File: src/rtl/aer_event_rx.sv
// 4-phase AER receiver: captures address-events into a 2-entry queue and keeps
// saturating spike/tick counters. Define AER_RX_SYNC_EN to put a 2-flop synchroniser on REQ.
module aer_event_rx #(
    parameter int unsigned M     = 8,
    parameter int unsigned CNT_W = 16
) (
    input  logic             CLK,
    input  logic             RST,
    input  logic [M+1:0]     AER_ADDR_i,
    input  logic             AER_REQ_i,
    output logic             AER_ACK_o,
    output logic             evt_valid_o,
    input  logic             evt_ready_i,
    output logic [1:0]       evt_type_o,
    output logic [M-1:0]     evt_addr_o,
    input  logic             clear_i,
    output logic [CNT_W-1:0] spike_cnt_o,
    output logic [CNT_W-1:0] tick_cnt_o,
    output logic             err_o
);

    typedef enum logic [0:0] {StIdle, StAckHi} state_e;

    state_e             state_q, state_d;
    logic               req_s;
    logic               capture;
    logic               push, pop;
    logic [M+1:0]       mem_q [2];
    logic               wr_ptr_q, rd_ptr_q;
    logic [1:0]         cnt_q, cnt_d;
    logic [M+1:0]       head;
    logic [CNT_W-1:0]   spike_q, spike_d, tick_q, tick_d;
    logic               err_q, err_d;

`ifdef AER_RX_SYNC_EN
    logic [1:0] sync_q;

    always_ff @(posedge CLK) begin
        if (RST) sync_q <= '0;
        else     sync_q <= {sync_q[0], AER_REQ_i};
    end

    assign req_s = sync_q[1];
`else
    assign req_s = AER_REQ_i;
`endif

    always_comb begin
        state_d = state_q;
        capture = 1'b0;
        unique case (state_q)
            StIdle: begin
                // Full is judged on the registered count; a same-cycle pop does not help.
                if (req_s && (cnt_q != 2'd2)) begin
                    capture = 1'b1;
                    state_d = StAckHi;
                end
            end
            StAckHi: begin
                if (!req_s) state_d = StIdle;
            end
            default: state_d = StIdle;
        endcase
    end

    always_ff @(posedge CLK) begin
        if (RST) state_q <= StIdle;
        else     state_q <= state_d;
    end

    assign AER_ACK_o = (state_q == StAckHi);

    assign push        = capture && (AER_ADDR_i[M+1:M] != 2'b10);
    assign evt_valid_o = (cnt_q != 2'd0);
    assign pop         = evt_valid_o && evt_ready_i;

    always_comb begin
        cnt_d = cnt_q;
        if (push && !pop)      cnt_d = cnt_q + 2'd1;
        else if (!push && pop) cnt_d = cnt_q - 2'd1;
    end

    always_ff @(posedge CLK) begin
        if (RST) begin
            mem_q[0] <= '0;
            mem_q[1] <= '0;
            wr_ptr_q <= 1'b0;
            rd_ptr_q <= 1'b0;
            cnt_q    <= 2'd0;
        end else begin
            if (push) begin
                mem_q[wr_ptr_q] <= AER_ADDR_i;
                wr_ptr_q        <= ~wr_ptr_q;
            end
            if (pop) rd_ptr_q <= ~rd_ptr_q;
            cnt_q <= cnt_d;
        end
    end

    // When empty, the slot behind the read pointer still holds the last popped head.
    assign head       = (cnt_q == 2'd0) ? mem_q[~rd_ptr_q] : mem_q[rd_ptr_q];
    assign evt_type_o = head[M+1:M];
    assign evt_addr_o = head[M-1:0];

    always_comb begin
        spike_d = spike_q;
        tick_d  = tick_q;
        err_d   = err_q;
        if (clear_i) begin
            spike_d = '0;
            tick_d  = '0;
            err_d   = 1'b0;
        end else if (capture) begin
            unique case (AER_ADDR_i[M+1:M])
                2'b00:   if (spike_q != '1) spike_d = spike_q + CNT_W'(1);
                2'b01:   if (tick_q != '1) tick_d = tick_q + CNT_W'(1);
                2'b10:   err_d = 1'b1;
                default: ;
            endcase
        end
    end

    always_ff @(posedge CLK) begin
        if (RST) begin
            spike_q <= '0;
            tick_q  <= '0;
            err_q   <= 1'b0;
        end else begin
            spike_q <= spike_d;
            tick_q  <= tick_d;
            err_q   <= err_d;
        end
    end

    assign spike_cnt_o = spike_q;
    assign tick_cnt_o  = tick_q;
    assign err_o       = err_q;

endmodule

File: config.mk
export PLATFORM = sky130hd
export DESIGN_NAME = aer_event_rx
export DESIGN_NICKNAME = d
export VERILOG_FILES = /design/src/rtl/aer_event_rx.sv
export SDC_FILE = /design/constraint.sdc
export NUM_CORES = 1
export LEC_CHECK = 0
export ABC_AREA = 1
export CAP_MARGIN = 0
export CORE_MARGIN = 2
export CORE_UTILIZATION = 35
export DETAILED_ROUTE_END_ITERATION = 6
export PLACE_DENSITY = 0.63
export SYNTH_ARGS = -nofsm -noshare
export SYNTH_HDL_FRONTEND = slang
export SYNTH_SLANG_ARGS = --single-unit
File: constraint.sdc
create_clock -name CLK -period 2.4 [get_ports CLK]
set_clock_uncertainty 0.2 [all_clocks]
set_input_delay 0.36 -clock CLK [delete_from_list [all_inputs] [get_ports CLK]]
set_output_delay 0.36 -clock CLK [all_outputs]
set_load 0.02 [all_outputs]
After elaboration in Yosys (flattened, before gate mapping) --
Memory sizes are Yosys's and may differ from the RTL's. A register that Yosys moved wholly into a read port is not among the register bits. Cells that the tools add are included.
Word-level totals: register bits 38, memory bits (writable) 20, input port bits 15, output and inout bits 45, word-level logic and storage cells 54, memories 1
Operators by class: $add $sub $neg 4, equal/unequal tests 6, mux-type cells 17, bitwise gates (word level) 3, reductions and logical operators 16
Memories:
- mem_q | depth 2, width 10, read ports 2, clocked after Yosys merged registers in 1, write ports 2, line 28 | logic [M+1:0] mem_q [2];
Operator list (number):
- adder 16 x 1 -> 16 bit (second input constant) | 2
- inequality test 16 bit (second input constant) | 2
- two-way mux 10 bit | 2
- two-way mux 1 bit | 12
- OR reduction 10 bit | 1
- AND reduction 3 bit | 2
- logical AND 1 bit | 5
- zero test 2 bit | 2
- two-way mux 2 bit | 2
- inequality test 2 bit (second input constant) | 2
- nonzero test 2 bit | 2
- NOT 1 bit | 3
- adder 2 x 1 -> 2 bit (second input constant) | 1
- == test 2 x 1 -> 1 bit (second input constant) | 1
- == test 2 bit (second input constant) | 1
- zero test 1 bit | 2
- case mux 1 bit (2 select lines) | 1
- AND reduction 2 bit | 1
- OR reduction 2 bit | 1
- subtractor 2 x 1 -> 2 bit (second input constant) | 1

Logic depth before layout (Yosys ltp) --
Gate-level depths: netlist of the first run.
depth after elaboration 10, gate-level depth with buffers 11

Worst setup path before layout of the first run --
OpenSTA, ideal clock, no wires.
kind reg2out, from reg cnt_q[1], to out evt_addr_o[0], data arrival time 1.354 ns, required time 1.840 ns, path slack 0.486 ns, stages on the path, launching flop included 6, buffers on the path 1, path through dfxtp_1 > nor2_1 > inv_1 > clkbuf_1 > o21ai_0 > o22ai_1
Between the ends: word-level cells in the longest chain between the ends 2
RTL lines:
- start, declared | line 30 | logic [1:0] cnt_q, cnt_d;
- start signal, assigned | line 96 | cnt_q <= cnt_d;
- zero test 2 bit | line 101 | assign head = (cnt_q == 2'd0) ? mem_q[~rd_ptr_q] : mem_q[rd_ptr_q];
- two-way mux 10 bit | line 101
- end, declared | line 15 | output logic [M-1:0] evt_addr_o,
No other way between the ends.

Final worst setup path of the first run --
from reg cnt_q[0], to out evt_addr_o[4]
The elaborated chain is that of the path after synthesis.

==> results of run 1 <==
-- sequential cells by signal, summed over array words and instances, names as in the netlist, named ones only --
register and flops:
mem_q 20, spike_cnt_o 16, tick_cnt_o 16, cnt_q 2
AER_ACK_o 1, err_o 1, rd_ptr_q 1, wr_ptr_q 1
-- per-stage QoR --
stage                     hold slack (ps)  setup WS [ps]  area [µm²]  util [%]
after floorplan                       232            486        3410         -
after CTS                             306            127        4360      45.2
after global placement                280            100        4180      43.3
after detailed placement              297           30.3        4180      43.3
final                                 303            167        4360      45.2
after global routing                  345           21.0        4360      45.2
-- path summary, 6_finish.rpt --
| check | startpoint | end | slack [ps] | cells past startpoint |
|---|---|---|---|---|
| min reg2reg | wr_ptr_q | wr_ptr_q | 300 | 2 |
| max | cnt_q[0] | evt_addr_o[4] | 170 | 5 |
| max reg2reg | tick_cnt_o[0] | tick_cnt_o[0] | 510 | 10 |
| min | wr_ptr_q | wr_ptr_q | 300 | 2 |
-- power groups by stage --
stage	registers (mW)	logic (mW)	clock network, mW
finish	1.16	0.999	0.893
detailed placement	1.18	1.09	0
global route	1.17	1.11	0.970
global placement	1.17	1.07	0
floorplan	1.17	0.685	0
CTS	1.16	1.01	0.922
-- final cells by class --
class,count,share of cell area [%]
Multi-Input combinational cell,347,39.2
Sequential cell,59,31.7
Timing Repair Buffer,69,15.0
Inverter,68,5.86
Tap cell,133,3.82
Clock buffer,11,3.25
Clock inverter,5,1.21
-- kinds of logic after synthesis --
group	after synthesis	synth area share, %
buffers and inverters	81	9.64
xor gates and xnor gates	2	0.513
adders and majority gates	3	1.10
and+or+nand+nor	283	38.8
DFF	59	40.5
AOI/OAI and AO/OA	59	9.49
-- per-layer routing --
layer / global-route usage (%) / part of all wire [%] / vias to the layer above / wire length (µm)
li1: - / - / 1677 / -
met3: 2.64 / 3.4 / 6 / 265
met5: 0 / 0 / - / 0
met4: 6.07 / 0.61 / 0 / 48
met1: 19.0 / 48 / 1415 / 3730
met2: 26.5 / 48 / 75 / 3810
-- cell usage in the layout, fill, tap and decap left out, types with 2 or more instances in the layout --
cell             count
edfxtp_1            20
inv_2                8
nor2_1              98
clkbuf_8            10
buf_4               10
dlygate4sd2_1       10
clkinv_2             3
nand3_1             34
o22ai_1             10
o21ai_0             28
nand2_1             98
nor2_4               5
a21oi_1             18
nand4_1              4
nand3_2              7
clkdlybuf4s50_1     49
nor3_1               2
dfxtp_1             39
nor2_2              24
inv_1               54
nand2_4              5
clkinv_1             6
nand2_2              4
ha_1                 3
-- timing repair --
action | 4_1_cts | 5_1_grt
endpoints found under the hold margin | 0 | 0
setup endpoints to repair | 10 | 0
hold buffers | 0 | 0
resized for setup | 11 | 0
-- critical path: stages, from the launching register on --
cell and delay, ps:
dfxtp_1 340, nor2_1 200, buf_4 190, o21ai_0 90
o22ai_1 160, dlygate4sd2_1 360
==> metrics.txt, run 1 <==
status finished, final reports clean; Post-synth EDFFs 20; RD Place Congestion between 0.8 and 0.9; # placed instances ~680; initial antenna violation count 0; Final setup viols 0; wire length per cell approximately 11 µm; IO Port Bufs 59; RSZ-0062 raised after global routing no; die height 103 µm; sequential share of the synthesized area between 40% and 50%; P_sw roughly 1.1 mW; post-synth top area share 22.9%; num ports 60; core area around 9600 µm²; async set-reset flop share out of synthesis 0%; post-CTS setup buffer count 0; worst vdd rail ir drop 0.308 mV; DRC 0; all-layer global routing usage between 10% and 20%; Worst Hold Class register to register; Skew-Pair Late Insertion Delay 330 ps; synth cell count leaders nor2_1 (99), nand2_1 (98), inv_1 (55), dfxtp_1 (39), nand3_1 (34); via/cell ratio about 4.6; Cell Int Power about 2 mW; synth top area cells dfxtp_1 (23%), edfxtp_1 (18%), nor2_1 (11%); Ys Warns 0; PwrDens ~700 nW/µm²; nets 572; most frequent cell after synthesis nor2_1; Routed Antenna Nets 0; setup TNS 0 ps; Cell Count, Final, Fillers Out 692; multi-input logic area 1710 µm²; Max Clk Rate ~0.45 GHz; via count about 3200; worst slew pin tran roughly 420 ps; min cycle time layout 2230 ps; Reg area roughly 1400 µm²; Final Cycle Share roughly 93%; cell area after synthesis approximately 3400 µm²; max-cap viol count 0; post-synth cell types 30; Clock power frac between 20% and 30%; area leader, netlist dfxtp_1; Mapped Avg Cell Area 7.01 µm²; # fillers 976; # diodes 0; clock root buffer clkbuf_8; gr ovfl total 0; first-pass GRT wire length around 13 mm; crit end category output port; clock sink count 59; Synth Flop Type dfxtp_1; Die W between 100 and 150 µm; largest net degree at the start of global routing 32; TritonCTS Buffers 9; Rel. slew slack a little under three quarters; Iter 0 DRT Violations between 100 and 150; Die Footprint 10600 µm²; WP data arrival around 1700 ps; Slew Limit Fails 0; Max clock buf depth 2; Initial DRT Pass Iterations 5; H-tree level count 3; layout cells sized above 1 between 10 and 15%; vias in the first global route slightly below 3000; Rows 36; element type at the critical path start register; Reg power frac a little under two fifths; final hold vios 0; crit path max fanout 10; post-synthesis cell count 487; Setup CP Type register to output port; combinational power share between 30% and 40%; Seq cells post-synth between 50 and 60; aggregate routed wire length a little under 8 mm; Switching Fraction a little over a third; initial core utilization a little over a third; CTS tree built; CP Data Required Time between 1500 and 2000 ps; leak pwr between 1.5 and 2 nW; Layout area overhead 27.6%; clock slew at reported path FFs about 70 ps; hpwl dp 5.81 mm; Mapped Nets around 500; total power roughly 3.0 mW
No activity file was read; power rests on OpenSTA's default activity.
==> inputs of run 2 (changes only) <==
--- a/config.mk
+++ b/config.mk
@@ -10,7 +10,7 @@
 export CORE_MARGIN = 2
 export CORE_UTILIZATION = 35
 export DETAILED_ROUTE_END_ITERATION = 6
-export PLACE_DENSITY = 0.63
+export PLACE_DENSITY = 0.65
 export SYNTH_ARGS = -nofsm -noshare
 export SYNTH_HDL_FRONTEND = slang
 export SYNTH_SLANG_ARGS = --single-unit
==> constraint.sdc (replaced) <==
create_clock -name CLK -period 1.8 [get_ports CLK]
set_clock_uncertainty 0.2 [all_clocks]
set_input_delay 0.27 -clock CLK [delete_from_list [all_inputs] [get_ports CLK]]
set_output_delay 0.27 -clock CLK [all_outputs]
set_load 0.02 [all_outputs]
==> run 2 against run 1 <==
The run now ends with setup timing left. Via count rose by 7.6%. Clock power is 68% higher. Non-clock buffer count rose by 39. Power rose by 62%. Register-to-register slack got worse by 430 ps. Largest cell class unchanged.
==> metrics.txt, run 2 (synthesis results as in run 1) <==
status finished with violations; failing checks setup timing; crit end category output port; crit path cell chain nor2_4 -> buf_6 -> o21ai_1 -> o22ai_2 -> buf_6; Max Clk Rate approximately 0.53 GHz; RSZ-0062 raised after global routing yes; gr ovfl total 0 (unchanged); CTS tree built; Rel. slew slack 79.2% (+7.5 points); hpwl dp 6.26 mm (+7.8%); Final Cycle Share 105%; TritonCTS Buffers 9 (unchanged); PnR worst setup slack -84.0 ps (-251 ps); vias in the first global route 3144 (+6.8%); Rows 36 (unchanged); crit path max fanout 7 (-3); total power 4.94 mW (+62%); Max clock buf depth 2 (unchanged); post-layout util 50.2% (+5.0 points); DRC 0 (unchanged); WP data arrival 1410 ps (-260 ps); CP max stage cell dfxtp_2; largest register by flop count mem_q; leak pwr 2.16 nW (+28%); worst slew pin tran 311 ps (-112 ps); pre-CTS WS -387 ps (-417 ps); # diodes 0 (unchanged); Initial DRT Pass Iterations 4 (-1); via count 3415 (+7.6%); core area 9640 µm² (unchanged); crit-path max cell delay 330 ps (-30 ps); Die W 103 µm (unchanged); initial core utilization 35.4% (unchanged); H-tree level count 3 (unchanged); Largest register FFs 20 (unchanged); num ports 60 (unchanged); initial antenna violation count 0 (unchanged); Slew Limit Fails 0 (unchanged); min cycle time layout roughly 1900 ps; wire length per cell 11.6 µm (+2.6%); PwrDens 1020 nW/µm² (+46%); element type at the critical path start register; first-pass GRT wire length 13.9 mm (+7.9%); Final setup viols 7 (+7); worst vdd rail ir drop 0.511 mV (+66%); Setup CP Type register to output port; clock sink count 59 (unchanged); largest net degree at the start of global routing 32 (unchanged); clock root buffer clkbuf_8; RD Place Congestion 0.859 (+5.4%); nets 611 (+6.8%); Routed Antenna Nets 0 (unchanged); Worst Hold Class register to register; Skew-Pair Late Insertion Delay 340 ps (about the same); IO Port Bufs 59 (unchanged); Iter 0 DRT Violations 87 (-33%); layout cells sized above 1 27.4% (+13 points); Die Footprint 10600 µm² (unchanged); Layout area overhead 41.7%; clock slew at reported path FFs 70 ps (about the same); die height 103 µm (unchanged); aggregate routed wire length 8.51 mm (+8.4%); final hold vios 0 (unchanged); most used cell, CP buf_6; via/cell ratio 4.67 (+1.9%); max-cap viol count 0 (unchanged); most frequent cells in the layout nor2_1 (95), nand2_1 (95), inv_1 (52); all-layer global routing usage 16.6% (+1.3 points); CP Data Required Time 1330 ps (-510 ps); # fillers 973 (-0.31%)
run 2: changes by cell type in the layout (fill, tap and decap cells not counted), sizes merged:
cell           delta
clkbuf            +1
clkinvlp          -1
dlymetal6s2s      +3
dlygate4sd2      +21
buf              +49
clkdlybuf4s50    -35
clkinv            -1
bufinv            +2
run 2: final timing paths:
| kind | startpoint | to | slack [ps] | cells past startpoint |
|---|---|---|---|---|
| setup / recovery | cnt_q[0] | evt_addr_o[0] | -80 | 5 |
| hold / removal | err_o | err_o | 300 | 1 |
| setup reg to reg | cnt_q[0] | cnt_q[1] | 80 | 10 |
| hold reg to reg | err_o | err_o | 300 | 1 |
run 2: critical path, delay by kind of cell (launching register included):
kind | cells | cell delay [ps]
and+or+nand+nor | 1 | 190
AOI/OAI and AO/OA | 2 | 260
DFF | 1 | 330
buffers and inverters | 2 | 300
run 2: metrics by stage:
stage	hold WS, ps	instances	area, µm²	setup TNS [ps]
after floorplan	142	487	3480	0
after global placement	282	713	4540	-11850
after detailed placement	289	713	4540	-13590
after CTS	298	730	4780	-473
after global routing	326	731	4840	-830
final	297	731	4840	-389
run 2: where the power goes:
group	leakage [nW]	internal (mW)	switching [mW]	total, mW
Combinational	1.51	0.858	1.03	1.89
Clock	0.123	0.954	0.549	1.50
Sequential	0.527	1.48	0.0688	1.55
Total	2.16	3.29	1.65	4.94
run 2: metal layers:
layer	track usage, %	vias up	share of wire [%]
met2	28.9	74	49
met1	20.2	1571	45
met3	3.25	17	3.8
met5	0	-	0
li1	-	1753	-
met4	6.78	0	2.0
run 2: layout make-up:
type                    count  area (µm²)  area share, %
clock buffers              11         141           2.92
clock inverters             5         100           2.07
inverters                  68         260           5.38
multi-input cells         347        1820           37.6
flip-flops and latches     59        1390           28.8
well taps                 133         166           3.44
repair buffers            108         957           19.8
run 2: timing repair:
item,4_1_cts,5_1_grt
gates cloned,0,1
resized for setup,106,32
hold buffers,0,0
pin swaps,5,5
buffers inserted,1,0
endpoints found under the hold margin,0,0
endpoints found under the setup margin,44,46
